<file path="src/rtl/sync_fifo_pkg.sv">
// Shared definitions for the sync_fifo block.
// Holds the geometry derivations (DEPTH, PTR_WD), the read-mode constants and
// the parameter legality checks used by sync_fifo and sync_fifo_ram.
package sync_fifo_pkg;

  // Read-mode selectors for the FWFT parameter.
  localparam int unsigned FWFT_OFF = 0;
  localparam int unsigned FWFT_ON  = 1;

  // Number of storage entries for a given address width.
  function automatic int unsigned fifo_depth(input int unsigned addr_wd);
    return 32'd1 << addr_wd;
  endfunction

  // Pointers carry one extra wrap bit so full and empty can be told apart.
  function automatic int unsigned fifo_ptr_wd(input int unsigned addr_wd);
    return addr_wd + 32'd1;
  endfunction

  // 0 <= aempty_th < afull_th <= depth (the lower bound holds by type).
  function automatic bit thresholds_legal(input int unsigned aempty_th,
                                          input int unsigned afull_th,
                                          input int unsigned depth);
    return (aempty_th < afull_th) && (afull_th <= depth);
  endfunction

  function automatic bit fwft_legal(input int unsigned fwft);
    return (fwft == FWFT_OFF) || (fwft == FWFT_ON);
  endfunction

endpackage

</file>
<file path="src/rtl/sync_fifo_ram.sv">
// Storage array for sync_fifo.
// Single-clock dual-port memory: one synchronous write port, one combinational
// read port. No reset; contents are only ever exposed through valid pointers.
//   clk    : clock, writes on rising edge
//   we     : write enable
//   waddr  : write address
//   wdata  : write data
//   raddr  : read address
//   rdata  : read data, combinational from raddr
module sync_fifo_ram
  import sync_fifo_pkg::*;
#(
  parameter int unsigned DATA_WD = 8,
  parameter int unsigned ADDR_WD = 4
) (
  input  logic               clk,
  input  logic               we,
  input  logic [ADDR_WD-1:0] waddr,
  input  logic [DATA_WD-1:0] wdata,
  input  logic [ADDR_WD-1:0] raddr,
  output logic [DATA_WD-1:0] rdata
);

  localparam int unsigned DEPTH = fifo_depth(ADDR_WD);

  logic [DATA_WD-1:0] mem [DEPTH];

  always_ff @(posedge clk) begin
    if (we) begin
      mem[waddr] <= wdata;
    end
  end

  assign rdata = mem[raddr];

endmodule

</file>
<file path="src/rtl/sync_fifo.sv">
// Single-clock parametrised FIFO with occupancy count, almost-full/almost-empty
// thresholds, registered or first-word fall-through read, synchronous clear and
// sticky overflow/underflow flags. All flags derive from registered state only.
//   clk           : clock, rising edge
//   rst           : asynchronous active-high reset
//   sclr          : synchronous clear, overrides winc/rinc
//   winc, wdata   : write request and data
//   wfull         : FIFO full
//   walmost_full  : count >= AFULL_TH
//   rinc          : read request
//   rdata, rvalid : read data and its qualifier
//   rempty        : FIFO empty
//   ralmost_empty : count <= AEMPTY_TH
//   count         : occupancy 0..DEPTH
//   overflow      : sticky, write attempted while full
//   underflow     : sticky, read attempted while empty
module sync_fifo
  import sync_fifo_pkg::*;
#(
  parameter int unsigned DATA_WD   = 8,
  parameter int unsigned ADDR_WD   = 4,
  parameter int unsigned AFULL_TH  = 12,
  parameter int unsigned AEMPTY_TH = 2,
  parameter int unsigned FWFT      = FWFT_OFF
) (
  input  logic               clk,
  input  logic               rst,
  input  logic               sclr,
  input  logic               winc,
  input  logic [DATA_WD-1:0] wdata,
  output logic               wfull,
  output logic               walmost_full,
  input  logic               rinc,
  output logic [DATA_WD-1:0] rdata,
  output logic               rvalid,
  output logic               rempty,
  output logic               ralmost_empty,
  output logic [ADDR_WD:0]   count,
  output logic               overflow,
  output logic               underflow
);

  localparam int unsigned DEPTH  = fifo_depth(ADDR_WD);
  localparam int unsigned PTR_WD = fifo_ptr_wd(ADDR_WD);

  localparam logic [PTR_WD-1:0] AFULL_CNT  = PTR_WD'(AFULL_TH);
  localparam logic [PTR_WD-1:0] AEMPTY_CNT = PTR_WD'(AEMPTY_TH);

  if (!thresholds_legal(AEMPTY_TH, AFULL_TH, DEPTH)) begin : g_bad_thresholds
    $error("sync_fifo: need 0 <= AEMPTY_TH < AFULL_TH <= DEPTH");
  end
  if (!fwft_legal(FWFT)) begin : g_bad_fwft
    $error("sync_fifo: FWFT must be 0 or 1");
  end

  logic [PTR_WD-1:0]  wptr_q, wptr_d;
  logic [PTR_WD-1:0]  rptr_q, rptr_d;
  logic               overflow_q, overflow_d;
  logic               underflow_q, underflow_d;
  logic               wr_en, rd_en;
  logic [DATA_WD-1:0] ram_rdata;

  // Flags from registered pointers only.
  assign count         = wptr_q - rptr_q;
  assign rempty        = (wptr_q == rptr_q);
  assign wfull         = (wptr_q[PTR_WD-1] != rptr_q[PTR_WD-1]) &&
                         (wptr_q[ADDR_WD-1:0] == rptr_q[ADDR_WD-1:0]);
  assign walmost_full  = (count >= AFULL_CNT);
  assign ralmost_empty = (count <= AEMPTY_CNT);
  assign overflow      = overflow_q;
  assign underflow     = underflow_q;

  // sclr suppresses both transfers, so memory is untouched by a cleared write.
  assign wr_en = winc && !wfull  && !sclr;
  assign rd_en = rinc && !rempty && !sclr;

  always_comb begin
    wptr_d      = wptr_q;
    rptr_d      = rptr_q;
    overflow_d  = overflow_q  | (winc && wfull);
    underflow_d = underflow_q | (rinc && rempty);
    if (sclr) begin
      wptr_d      = '0;
      rptr_d      = '0;
      overflow_d  = 1'b0;
      underflow_d = 1'b0;
    end else begin
      if (wr_en) wptr_d = wptr_q + PTR_WD'(1);
      if (rd_en) rptr_d = rptr_q + PTR_WD'(1);
    end
  end

  always_ff @(posedge clk or posedge rst) begin
    if (rst) begin
      wptr_q      <= '0;
      rptr_q      <= '0;
      overflow_q  <= 1'b0;
      underflow_q <= 1'b0;
    end else begin
      wptr_q      <= wptr_d;
      rptr_q      <= rptr_d;
      overflow_q  <= overflow_d;
      underflow_q <= underflow_d;
    end
  end

  sync_fifo_ram #(
    .DATA_WD (DATA_WD),
    .ADDR_WD (ADDR_WD)
  ) u_ram (
    .clk   (clk),
    .we    (wr_en),
    .waddr (wptr_q[ADDR_WD-1:0]),
    .wdata (wdata),
    .raddr (rptr_q[ADDR_WD-1:0]),
    .rdata (ram_rdata)
  );

  if (FWFT == FWFT_ON) begin : g_fwft
    // Head word is shown directly; an accepted read pops it.
    assign rdata  = ram_rdata;
    assign rvalid = !rempty;
  end else begin : g_registered
    logic [DATA_WD-1:0] rdata_q;
    logic               rvalid_q;

    // rdata holds between reads and survives sclr; rvalid is a one-cycle strobe.
    always_ff @(posedge clk or posedge rst) begin
      if (rst) begin
        rdata_q  <= '0;
        rvalid_q <= 1'b0;
      end else begin
        rvalid_q <= rd_en;
        if (rd_en) rdata_q <= ram_rdata;
      end
    end

    assign rdata  = rdata_q;
    assign rvalid = rvalid_q;
  end

endmodule
</file>
<file path="config.mk">
export PLATFORM = sky130hd
export DESIGN_NAME = sync_fifo
export DESIGN_NICKNAME = d
export VERILOG_FILES = /design/src/rtl/sync_fifo_pkg.sv /design/src/rtl/sync_fifo_ram.sv /design/src/rtl/sync_fifo.sv
export SDC_FILE = /design/constraint.sdc
export NUM_CORES = 1
export LEC_CHECK = 0
export CORE_ASPECT_RATIO = 1.5
export CORE_MARGIN = 2
export CORE_UTILIZATION = 54
export DETAILED_ROUTE_END_ITERATION = 12
export PLACE_DENSITY_LB_ADDON = 0.08
export SLEW_MARGIN = 0
export SYNTH_ARGS = -nofsm -noshare
export SYNTH_HDL_FRONTEND = slang
export SYNTH_SLANG_ARGS = --single-unit
</file>
<file path="constraint.sdc">
create_clock -name clk -period 9.5 [get_ports clk]
set_input_delay 1.425 -clock clk [delete_from_list [all_inputs] [get_ports clk]]
set_output_delay 1.425 -clock clk [all_outputs]
set_load 0.01 [all_outputs]
</file>
==> run_results.csv <==
group,metric,value,unit
run_status,outcome,"completed",
synth,syn_inst,366,
timing,drv_slew,0,
worst_setup_path,cpMaxStageDelayCell,"dfrtp_1",
global_routing,grt_max_degree,38,
worst_hold_path,hold_class,"flop to flop",
routing,avgViaCountPerCell,5.85,
pwr,power.leakage,2.31,nW
worst_setup_path,cp-start-kind,"flop",
cts,cts_tree,"done",
timing,hold_violations,0,
timing,hold_slack,0.495,ns
synth,synth_edf_count,128,
synth,postSynthAreaPerCell,16.7,µm²
timing,max_freq,200,MHz
timing,final-setup-viol-count,0,
cts,clock_latency,0.41,ns
layout,final_area,0.00710,mm²
worst_setup_path,crit_type,"flop to primary output",
timing,finalCriticalPeriod,4.99,ns
routing,drt-initial-drc-count,198,
global_routing,grt-ovfl-total,0,
floorplan,die_y,134,µm
global_routing,first_global_vias,3475,
worst_setup_path,slowest_delay,1.04,ns
floorplan,dieArea,0.0122,mm²
timing,worst_pin_slew,1.05,ns
worst_setup_path,worst_r2r_path_depth,6,
timing,setup-tns-final,0,ns
worst_setup_path,crit_chain,"inv_1 -> ha_1 -> nor2b_1 -> o21ai_0 -> nor3b_1 -> o2111a_1 -> clkdlybuf4s50_1",
synth,ys.flop_type,"edfxtp_1",
pwr,irDropWorstVdd,0.000162,V
synth,ys_seq_elements,149,
layout,areaGrowthSynthToFinish,16.5,%
worst_hold_path,worstHoldStart,"overflow$_DFF_PP0_",
global_routing,antenna_found_initial,0,
cts,cts-buffers-inserted,17,
placement,post_dp_cell_area,0.00656,mm²
worst_setup_path,cp.arrival,3.57,ns
floorplan,die_x,90.8,µm
cts,clockBufferDepth,2,
cts,cts_num_sinks,149,
routing,drtAntennaViolNets,0,
cts,cts_resized,0,
routing,num_vias,3329,
routing,drt-total-wl,13.3,mm
placement,port-buffer-count,32,
routing,drc,0,
timing,rsz0062_at_grt,"no",
worst_setup_path,crit_fanout,23,
synth,ys_seq_area_share,71.7,%
pwr,powerDensity,230,mW/mm²
layout,ff_latch_area,0.00437,mm²
layout,drive_gt1_share,14.0,%
floorplan,rows,47,
layout,fill_cells,797,
cts,cts_htree_levels,4,
layout,antenna_cells,0,
global_routing,groute.usage.overall,23.4,%
synth,synth_area,0.00610,mm²
timing,clock_skew,0.00985,ns
cts,clkTransAtPathRegs,0.06,ns
floorplan,fp.coreArea,0.0110,mm²
worst_hold_path,hold_depth,2,
worst_hold_path,min_to,"overflow$_DFF_PP0_",
cts,post-cts-setup-buffer-count,0,
cts,hold_buffers,0,
layout,fin_nets,432,
synth,synth_nets,389,
synth,async_reset_ff_share,14.1,%
worst_setup_path,cp-end-kind,"primary output",
routing,routedWlPerCell,23.4,µm
synth,synth_cell_types,42,
cts,cts_root_buffer,"clkbuf_16",
placement,hpwl,8.64,mm
worst_setup_path,r2r_slack,5.73,ns
layout,multi_input_area,0.00159,mm²
floorplan,io_pins,33,
timing,slew_headroom,29.9,%
worst_setup_path,timing.rr.start,"rptr_q[1]$_DFFE_PP0P_",
flow_run,cap_violations,0,
routing,dr.pass1.iters,4,
synth,yosys_warnings,0,
placement,gp_congestion,0.785,
timing,period_share,52.5,%
worst_setup_path,worstPathRequired,8.08,ns
floorplan,start_util,55.4,%
worst_setup_path,timing.rr.end,"u_ram.mem[15][0]$_DFFE_PP_",
global_routing,grt_first_pass_wirelength,20.4,mm
[synth_stat cells, types with 3 or more instances]
master	n	share of area (%)
a211oi_1	10	1.2
a21oi_1	6	0.49
a31oi_1	8	0.82
buf_2	4	0.33
buf_4	3	0.37
clkbuf_1	4	0.25
dfrtp_1	21	8.6
edfxtp_1	128	63
ha_1	9	1.8
inv_1	13	0.80
mux2i_1	34	5.6
mux4_2	16	5.9
nand2_1	15	0.92
nand3_1	3	0.25
nor2_1	34	2.1
nor3_1	4	0.33
o21ai_0	5	0.41
o22ai_1	16	1.6
xnor2_1	5	0.72
[cell families (layout without fill, tap and decap cells)]
| kind of cell | after synthesis | in the layout | share of synthesized area (%) |
|---|---|---|---|
| buffers and inverters | 27 | 83 | 2.18 |
| multiplexers | 50 | 50 | 11.5 |
| adder cells (fa/ha/maj) | 10 | 10 | 2.18 |
| AND/OR/NAND/NOR | 68 | 68 | 4.99 |
| flip-flops | 149 | 149 | 71.7 |
| XOR/XNOR | 9 | 9 | 1.54 |
| AO/OA/AOI/OAI | 53 | 53 | 5.95 |
[registers in the layout, summed over array words and instances, names as in the netlist]
name	flops
u_ram.mem	128
underflow	1
overflow	1
rptr_q	5
wptr_q	5
rdata	8
rvalid	1
[placed cells by master (no fill, tap or decap), types with 3 or more instances in the layout]
cell type / instances
ha_1: 9
a21oi_1: 6
dfrtp_1: 20
xnor2_1: 5
nor2_1: 34
nand3_1: 3
buf_4: 6
o22ai_1: 16
nor3_1: 4
clkdlybuf4s50_1: 32
a31oi_1: 8
edfxtp_1: 128
clkbuf_16: 17
mux4_2: 16
clkinvlp_4: 6
o21ai_0: 5
nand2_1: 15
a211oi_1: 10
clkinv_2: 5
mux2i_1: 34
inv_1: 13
[area by class of cell]
class | instances | area share (%)
clock buffer | 18 | 6.04
clock inverter | 14 | 1.59
inverter | 13 | 0.687
multi-input combinational | 190 | 22.4
sequential | 149 | 61.5
tap | 147 | 2.59
timing repair buffer | 38 | 5.14
[worst max path at each step]
stage,startpoint,to,slack (ns),cells after the start
CTS,rptr_q[1]$_DFFE_PP0P_,ralmost_empty,4.50,7
global placement,rptr_q[1]$_DFFE_PP0P_,ralmost_empty,5.10,7
floorplan,rptr_q[2]$_DFFE_PP0P_,ralmost_empty,6.16,7
global route,rptr_q[1]$_DFFE_PP0P_,ralmost_empty,4.31,7
finish,rptr_q[1]$_DFFE_PP0P_,ralmost_empty,4.51,7
detailed placement,rptr_q[1]$_DFFE_PP0P_,ralmost_empty,4.95,7
[stage by stage]
step | util (%) | total power [W] | cells | setup slack (ns)
after CTS | 64.6 | 0.00165 | 569 | 4.50
after global routing | 64.6 | 0.00169 | 569 | 4.31
after detailed placement | 59.7 | 0.00104 | 537 | 4.95
final | 64.6 | 0.00164 | 569 | 4.51
after global placement | 59.7 | 0.00103 | 537 | 5.10
after floorplan | - | 0.000924 | 366 | 6.16
[routing by layer]
metal	up-vias	wire length [µm]	global-route usage (%)
met5	-	0	0
met4	0	178	8.46
met3	14	593	4.04
met2	98	7230	42.0
met1	1713	5320	28.6
li1	1504	-	-
[critical path: cells and delay by family, from the launching register on]
| kind | cells | cell delay [ns] |
|---|---|---|
| flops | 1 | 1.04 |
| simple gates | 2 | 0.52 |
| buf+inv | 2 | 0.78 |
| fa+ha+maj | 1 | 0.38 |
| compound gates | 2 | 0.43 |
[report_power, final]
part | internal [W] | switching, W | total, W | leakage, nW
Clock | 0.000357 | 0.000256 | 0.000613 | 0.251
Sequential | 0.000736 | 0.0000186 | 0.000755 | 1.42
Combinational | 0.000135 | 0.000134 | 0.000269 | 0.640
(Power assumes the default switching activity.)
